**src/rtl/patch_readout_ctrl_if.sv**
```systemverilog
// Patch-bank read port and element stream shared by the readout controller and its neighbours.
// Stream handshake: a beat transfers on a cycle where out_valid && out_ready; out_* hold while stalled.
interface patch_readout_ctrl_if #(
  parameter int DATA_W = 8,
  parameter int K      = 5,
  parameter int NUM_PU = 28,
  parameter int ROUNDS = 28
);
  localparam int PU_W  = $clog2(NUM_PU);
  localparam int IDX_W = $clog2(K * K);
  localparam int RND_W = $clog2(ROUNDS);

  logic              rd_en;
  logic [PU_W-1:0]   rd_pu;
  logic [IDX_W-1:0]  rd_idx;
  logic [DATA_W-1:0] rd_data;

  logic              out_valid;
  logic              out_ready;
  logic [DATA_W-1:0] out_data;
  logic [PU_W-1:0]   out_pu;
  logic              out_last;
  logic [RND_W-1:0]  out_round;

  modport master (
    output rd_en, rd_pu, rd_idx,
    input  rd_data,
    output out_valid, out_data, out_pu, out_last, out_round,
    input  out_ready
  );

  modport slave (
    input  rd_en, rd_pu, rd_idx,
    output rd_data,
    input  out_valid, out_data, out_pu, out_last, out_round,
    output out_ready
  );
endinterface

```
**src/rtl/patch_readout_ctrl.sv**
```systemverilog
// Reads every PU's KxK patch out of the img2col bank and streams it to the systolic array,
// one round at a time, releasing the bank with round_ack and flagging done after ROUNDS rounds.
module patch_readout_ctrl #(
  parameter int DATA_W = 8,
  parameter int K      = 5,
  parameter int NUM_PU = 28,
  parameter int ROUNDS = 28
) (
  input  logic clk,
  input  logic nrst,
  input  logic start,
  input  logic round_valid,
  output logic round_ack,
  output logic busy,
  output logic done,
  output logic [2:0] dbg_state,
  patch_readout_ctrl_if.master bus
);
  localparam int KK    = K * K;
  localparam int PU_W  = $clog2(NUM_PU);
  localparam int IDX_W = $clog2(KK);
  localparam int RND_W = $clog2(ROUNDS);
  localparam logic [IDX_W-1:0] IDX_LAST = IDX_W'(KK - 1);
  localparam logic [PU_W-1:0]  PU_LAST  = PU_W'(NUM_PU - 1);
  localparam logic [RND_W-1:0] RND_LAST = RND_W'(ROUNDS - 1);

  typedef enum logic [2:0] {S_IDLE, S_WAIT_ROUND, S_READ, S_DRAIN, S_FINISH} state_e;

  state_e            state_q, state_d;
  logic [PU_W-1:0]   pu_q, pu_d;
  logic [IDX_W-1:0]  idx_q, idx_d;
  logic [RND_W-1:0]  round_q, round_d;
  logic              inflight_q, inflight_d;
  logic [PU_W-1:0]   pipe_pu_q, pipe_pu_d;
  logic              pipe_last_q, pipe_last_d;

  logic [DATA_W-1:0] data_q [2];
  logic [DATA_W-1:0] data_d [2];
  logic [PU_W-1:0]   fpu_q [2];
  logic [PU_W-1:0]   fpu_d [2];
  logic              flast_q [2];
  logic              flast_d [2];
  logic              wr_ptr_q, wr_ptr_d;
  logic              rd_ptr_q, rd_ptr_d;
  logic [1:0]        count_q, count_d;

  logic       push, pop, rd_en;
  logic [2:0] occ;

  // Credit: FIFO entries plus the read in flight, minus the beat leaving now, must stay below 2.
  assign pop   = (count_q != 2'd0) && bus.out_ready;
  assign push  = inflight_q;
  assign occ   = {1'b0, count_q} + {2'b0, inflight_q} - {2'b0, pop};
  assign rd_en = (state_q == S_READ) && (occ < 3'd2);

  assign round_ack = (state_q == S_DRAIN) && (count_q == 2'd0) && !inflight_q;
  assign done      = (state_q == S_FINISH);
  assign busy      = (state_q != S_IDLE);
  assign dbg_state = state_q;

  assign bus.rd_en     = rd_en;
  assign bus.rd_pu     = pu_q;
  assign bus.rd_idx    = idx_q;
  assign bus.out_valid = (count_q != 2'd0);
  assign bus.out_data  = data_q[rd_ptr_q];
  assign bus.out_pu    = fpu_q[rd_ptr_q];
  assign bus.out_last  = flast_q[rd_ptr_q];
  assign bus.out_round = round_q;

  always_comb begin
    state_d = state_q;
    pu_d    = pu_q;
    idx_d   = idx_q;
    round_d = round_q;
    case (state_q)
      S_IDLE: begin
        round_d = '0;
        pu_d    = '0;
        idx_d   = '0;
        if (start) state_d = S_WAIT_ROUND;
      end
      S_WAIT_ROUND: begin
        pu_d  = '0;
        idx_d = '0;
        if (round_valid) state_d = S_READ;
      end
      S_READ: begin
        if (rd_en) begin
          if (idx_q == IDX_LAST) begin
            idx_d = '0;
            if (pu_q == PU_LAST) begin
              pu_d    = '0;
              state_d = S_DRAIN;
            end else begin
              pu_d = pu_q + PU_W'(1);
            end
          end else begin
            idx_d = idx_q + IDX_W'(1);
          end
        end
      end
      S_DRAIN: begin
        if (round_ack) begin
          if (round_q == RND_LAST) begin
            round_d = '0;
            state_d = S_FINISH;
          end else begin
            round_d = round_q + RND_W'(1);
            state_d = S_WAIT_ROUND;
          end
        end
      end
      S_FINISH: state_d = S_IDLE;
      default:  state_d = S_IDLE;
    endcase
  end

  // Bank data lands one cycle after the strobe, so the address tag rides along in a pipe stage.
  always_comb begin
    inflight_d  = rd_en;
    pipe_pu_d   = rd_en ? pu_q : pipe_pu_q;
    pipe_last_d = rd_en ? (idx_q == IDX_LAST) : pipe_last_q;
    data_d      = data_q;
    fpu_d       = fpu_q;
    flast_d     = flast_q;
    if (push) begin
      data_d[wr_ptr_q]  = bus.rd_data;
      fpu_d[wr_ptr_q]   = pipe_pu_q;
      flast_d[wr_ptr_q] = pipe_last_q;
    end
    wr_ptr_d = wr_ptr_q ^ push;
    rd_ptr_d = rd_ptr_q ^ pop;
    count_d  = count_q + {1'b0, push} - {1'b0, pop};
  end

  always_ff @(posedge clk or negedge nrst) begin
    if (!nrst) begin
      state_q     <= S_IDLE;
      pu_q        <= '0;
      idx_q       <= '0;
      round_q     <= '0;
      inflight_q  <= 1'b0;
      pipe_pu_q   <= '0;
      pipe_last_q <= 1'b0;
      wr_ptr_q    <= 1'b0;
      rd_ptr_q    <= 1'b0;
      count_q     <= 2'd0;
      for (int i = 0; i < 2; i++) begin
        data_q[i]  <= '0;
        fpu_q[i]   <= '0;
        flast_q[i] <= 1'b0;
      end
    end else begin
      state_q     <= state_d;
      pu_q        <= pu_d;
      idx_q       <= idx_d;
      round_q     <= round_d;
      inflight_q  <= inflight_d;
      pipe_pu_q   <= pipe_pu_d;
      pipe_last_q <= pipe_last_d;
      wr_ptr_q    <= wr_ptr_d;
      rd_ptr_q    <= rd_ptr_d;
      count_q     <= count_d;
      for (int i = 0; i < 2; i++) begin
        data_q[i]  <= data_d[i];
        fpu_q[i]   <= fpu_d[i];
        flast_q[i] <= flast_d[i];
      end
    end
  end
endmodule
```
**src/flat_wrapper.sv**
```systemverilog
// flat-port wrapper written by rule: the top's interface ports become plain ports
module patch_readout_ctrl_flat 
#(
  parameter int DATA_W = 8,
  parameter int K      = 5,
  parameter int NUM_PU = 28,
  parameter int ROUNDS = 28
)
  (clk, nrst, start, round_valid, round_ack, busy, done, dbg_state, bus_rd_en, bus_rd_pu, bus_rd_idx, bus_rd_data, bus_out_valid, bus_out_data, bus_out_pu, bus_out_last, bus_out_round, bus_out_ready);
  patch_readout_ctrl_if #(.DATA_W(DATA_W), .K(K), .NUM_PU(NUM_PU), .ROUNDS(ROUNDS)) bus_i ();
  input  logic clk;
  input  logic nrst;
  input  logic start;
  input  logic round_valid;
  output logic round_ack;
  output logic busy;
  output logic done;
  output logic [2:0] dbg_state;
  output wire logic [$bits(bus_i.rd_en)-1:0] bus_rd_en;
  output wire logic [$bits(bus_i.rd_pu)-1:0] bus_rd_pu;
  output wire logic [$bits(bus_i.rd_idx)-1:0] bus_rd_idx;
  input wire logic [$bits(bus_i.rd_data)-1:0] bus_rd_data;
  output wire logic [$bits(bus_i.out_valid)-1:0] bus_out_valid;
  output wire logic [$bits(bus_i.out_data)-1:0] bus_out_data;
  output wire logic [$bits(bus_i.out_pu)-1:0] bus_out_pu;
  output wire logic [$bits(bus_i.out_last)-1:0] bus_out_last;
  output wire logic [$bits(bus_i.out_round)-1:0] bus_out_round;
  input wire logic [$bits(bus_i.out_ready)-1:0] bus_out_ready;
  assign bus_rd_en = bus_i.rd_en;
  assign bus_rd_pu = bus_i.rd_pu;
  assign bus_rd_idx = bus_i.rd_idx;
  assign bus_i.rd_data = bus_rd_data;
  assign bus_out_valid = bus_i.out_valid;
  assign bus_out_data = bus_i.out_data;
  assign bus_out_pu = bus_i.out_pu;
  assign bus_out_last = bus_i.out_last;
  assign bus_out_round = bus_i.out_round;
  assign bus_i.out_ready = bus_out_ready;
  patch_readout_ctrl #(.DATA_W(DATA_W), .K(K), .NUM_PU(NUM_PU), .ROUNDS(ROUNDS)) u_core (.clk(clk), .nrst(nrst), .start(start), .round_valid(round_valid), .round_ack(round_ack), .busy(busy), .done(done), .dbg_state(dbg_state), .bus(bus_i));
endmodule
```
**config.mk**
```make
export PLATFORM = sky130hd
export DESIGN_NAME = patch_readout_ctrl_flat
export DESIGN_NICKNAME = d
export VERILOG_FILES = /design/src/rtl/patch_readout_ctrl_if.sv /design/src/rtl/patch_readout_ctrl.sv /design/src/flat_wrapper.sv
export SDC_FILE = /design/constraint.sdc
export NUM_CORES = 1
export LEC_CHECK = 0
export CAP_MARGIN = 20
export CORE_AREA = 8 8 82 84
export CTS_CLUSTER_SIZE = 28
export DETAILED_ROUTE_END_ITERATION = 8
export DIE_AREA = 0 0 90 92
export PLACE_DENSITY = 0.81
export SLEW_MARGIN = 20
export SYNTH_ARGS = -nofsm -noshare
export SYNTH_HDL_FRONTEND = slang
export SYNTH_SLANG_ARGS = --single-unit
```
**constraint.sdc**
```tcl
create_clock -name clk -period 4.1 [get_ports clk]
set_clock_uncertainty 0.2 [all_clocks]
set_input_delay 0.615 -clock clk [delete_from_list [all_inputs] [get_ports clk]]
set_output_delay 0.615 -clock clk [all_outputs]
set_load 0.05 [all_outputs]
```
==> impl_results.md <==
* Run status: finished, final reports clean
* VDD IR-drop max at 0.000535 V
* Max FO, Critical Path at 4
* P per Cell Area at 763 nW/um^2
* Antenna diode instance count at 0
* Largest area contributor in the netlist: dfrtp_1
* Area contributors post-synth: dfrtp_1 52%, mux2_2 19%, ha_1 3.7%
* Gr ovfl total at 0
* Num Clock Sinks at 57
* DRT Wirelength at 5.51 mm
* Synthesis-to-finish area growth at 28.4%
* Number of clock buffers inserted by TritonCTS at 9
* Clock tree root driver cell: clkbuf_8
* Area of the die at 8280 um^2
* Total routing resource utilization after global routing at 14.3%
* Top-area cell type share of the netlist area at 52.3%
* Share of synthesized flip-flops with an asynchronous set or reset at 100%
* Worst EP required at 3280 ps
* Clock latency on the worst-skew pair at 340 ps
* Total number of vias at 1887
* Post-route ant nets at 0
* Average via count per standard cell at 5.42
* Register area at 1430 um^2
* Post-synthesis cell area at 2730 um^2
* HPWL Detailed at 3.81 mm
* Routed wire per std cell at 15.8 um
* Number of flip-flops and latches in the synthesized netlist at 57
* Beginning of the worst register-to-register path: u_core.count_q[1]
* Part of the Yosys area used for sequential elements at 52.3%
* Transition time at the pin with the least slew margin at 697 ps
* Last weighted congestion value of the routability-driven placer at 0.794
* Clock-pin slew on the worst setup and hold paths at 60 ps
* Die Span Y at 92 um
* Unrepaired setup endpoints after global routing: no
* Count of mapped cells out of synthesis at 220
* Nature of the critical path endpoint: output pin
* Fin. Hold Viols at 0
* Count of cell types in the netlist at 44
* Syn avg cell area at 12.4 um^2
* Fillers at 449
* Share of final-layout standard cells stronger than drive strength 1 at 25.4%
* # setup viols final at 0
* Residual DRC at 0
* Wire length of the first global-routing pass at 9.64 mm
* Commonest cells post-synth: 57 x dfrtp_1, 47 x mux2_2, 17 x o21ai_0
* EDFF count, synth at 0
* R2r worst-path depth at 10
* Starting density of the core at 50.5%
* Number of core rows at 27
* Count leader, synth: dfrtp_1
* Number of antenna violations at the first check in global routing at 0
* Static leakage at 1.56 nW
* Via count of the first global-routing pass at 1983
* Number of buffers on the longest clock path at 2
* Type of the tightest min-delay check: in2async
* Clock tree from TritonCTS: yes
* Total Power Consumption at 2.67 mW
* Worst R2R Setup Slack at 680 ps
* Category of the critical setup timing path: reg2out
* Number of port buffers at 49
* Synthesized netlist net count at 242
* Post-route minimum period at 3720 ps
* Max Fclk at 269 MHz
* Iteration count of the initial detailed-routing pass at 4
* Post-layout nets at 294
* Quantity of hold-fixing buffers added after cts at 0
* Post-CTS setup repair buffer count at 0
* Final period util at 90.8%
* Number of DRC markers after the initial detailed-route iteration at 61
* Die boundary width at 90 um
* Final number of max-transition violations at 0
* Number of warnings issued by yosys at 0
* Number of H-tree levels at 3
* Number of placed I/O pins at 50
* Final sum of negative setup slack at 0 ps
* Critical Path AT at 2910 ps
* Predominant post-synthesis flop cell: dfrtp_1
* Startpoint Class: flip-flop
* Multi-input gate area at 1210 um^2
* Pin count of the biggest net entering global routing at 34
* Max Cap Violations at 0
* Normalized max-slew margin at 53.5%
* Worst reg2reg endpoint: u_core.bus.rd_idx[4]
* Resized cells post-CTS at 0
* Floorplan Core Area at 5410 um^2
==> how the worst max path moves through the flow <==
stage                                      end               from  slack, ps  cells after the start
after CTS                            bus_rd_en  u_core.count_q[1]        340                      9
final                                bus_rd_en  u_core.count_q[1]        380                      9
after detailed placement  u_core.bus.rd_idx[4]      bus_out_ready        430                     10
after floorplan                      bus_rd_en  u_core.count_q[1]        430                      8
after global placement    u_core.bus.rd_idx[4]      bus_out_ready        500                     10
after global routing                 bus_rd_en  u_core.count_q[1]        160                      9
==> power breakdown <==
group | leakage, nW | switching, mW | internal [mW] | total (mW)
registers | 0.748 | 0.138 | 0.704 | 0.843
logic | 0.698 | 0.728 | 0.503 | 1.23
clock network | 0.116 | 0.211 | 0.389 | 0.600
total | 1.56 | 1.08 | 1.60 | 2.67
==> flip-flops by register name, indices dropped and copies added (netlist names) <==
signal                count
u_core.wr_ptr_q           1
u_core.data_q            16
u_core.fpu_q             10
u_core.pipe_last_q        1
u_core.dbg_state          3
u_core.bus.out_round      5
u_core.count_q            2
u_core.flast_q            2
u_core.rd_ptr_q           1
u_core.bus.rd_idx         5
u_core.bus.rd_pu          5
u_core.pipe_pu_q          5
u_core.inflight_q         1
==> metal layers <==
| metal | global-route usage, % | part of all wire [%] |
|---|---|---|
| met4 | 9.29 | 2.6 |
| met2 | 21.6 | 46 |
| met5 | 0 | 0 |
| met3 | 4.65 | 5.8 |
| met1 | 17.2 | 46 |
==> kinds of logic after synthesis <==
family / after synthesis / synth area share [%]
flops: 57 / 52.3
mux: 49 / 20.1
fa+ha+maj: 9 / 4.40
simple gates: 45 / 10.7
compound gates: 37 / 8.35
buf+inv: 21 / 3.49
xor+xnor: 2 / 0.642
==> worst max-delay path, cell delays in order, from the launching register on <==
cell and delay (ps):
dfrtp_1 420, or2_2 320, and2_1 180, ha_1 280, inv_1 40, ha_1 200, fa_1 410, xnor2_1 450
nor3_4 110, buf_12 170
==> per-stage QoR <==
stage               worst slack [ps]  instance area (um^2)  instances  hold WS (ps)  utilization, %
global placement                 504                  3270        333           284            60.6
global route                     157                  3500        348          85.5            64.8
finish                           378                  3500        348          46.8            64.8
detailed placement               428                  3270        333           290            60.6
floorplan                        429                  2730        220           119               -
CTS                              342                  3500        348          61.5            64.8
==> layout by cell type, fill, tap and decap left out, types with 2 or more instances in the layout <==
cell type,Yosys,layout
and2_1,3,3
nand2_1,8,8
buf_4,0,2
nand4b_1,2,2
nand2b_1,3,3
nand3_1,5,5
or3_1,2,2
nor3b_1,3,3
and4b_1,2,2
mux2i_1,2,2
o31ai_1,6,6
dfrtp_1,57,57
a21oi_1,5,5
bufinv_16,0,2
clkdlybuf4s50_1,0,47
clkbuf_8,0,12
o41ai_1,2,2
nor2_1,4,4
nand4_1,2,2
ha_1,8,8
inv_1,11,11
o21ai_0,17,17
mux2_2,47,47
==> layout make-up <==
| cell class | count | share of cell area, % |
|---|---|---|
| clock buffers | 13 | 4.82 |
| clock inverters | 2 | 1.71 |
| inverters | 11 | 1.18 |
| multi-input cells | 142 | 34.4 |
| flip-flops and latches | 57 | 40.7 |
| well taps | 72 | 2.57 |
| repair buffers | 51 | 14.6 |
Power figures use the tool's default switching activity.
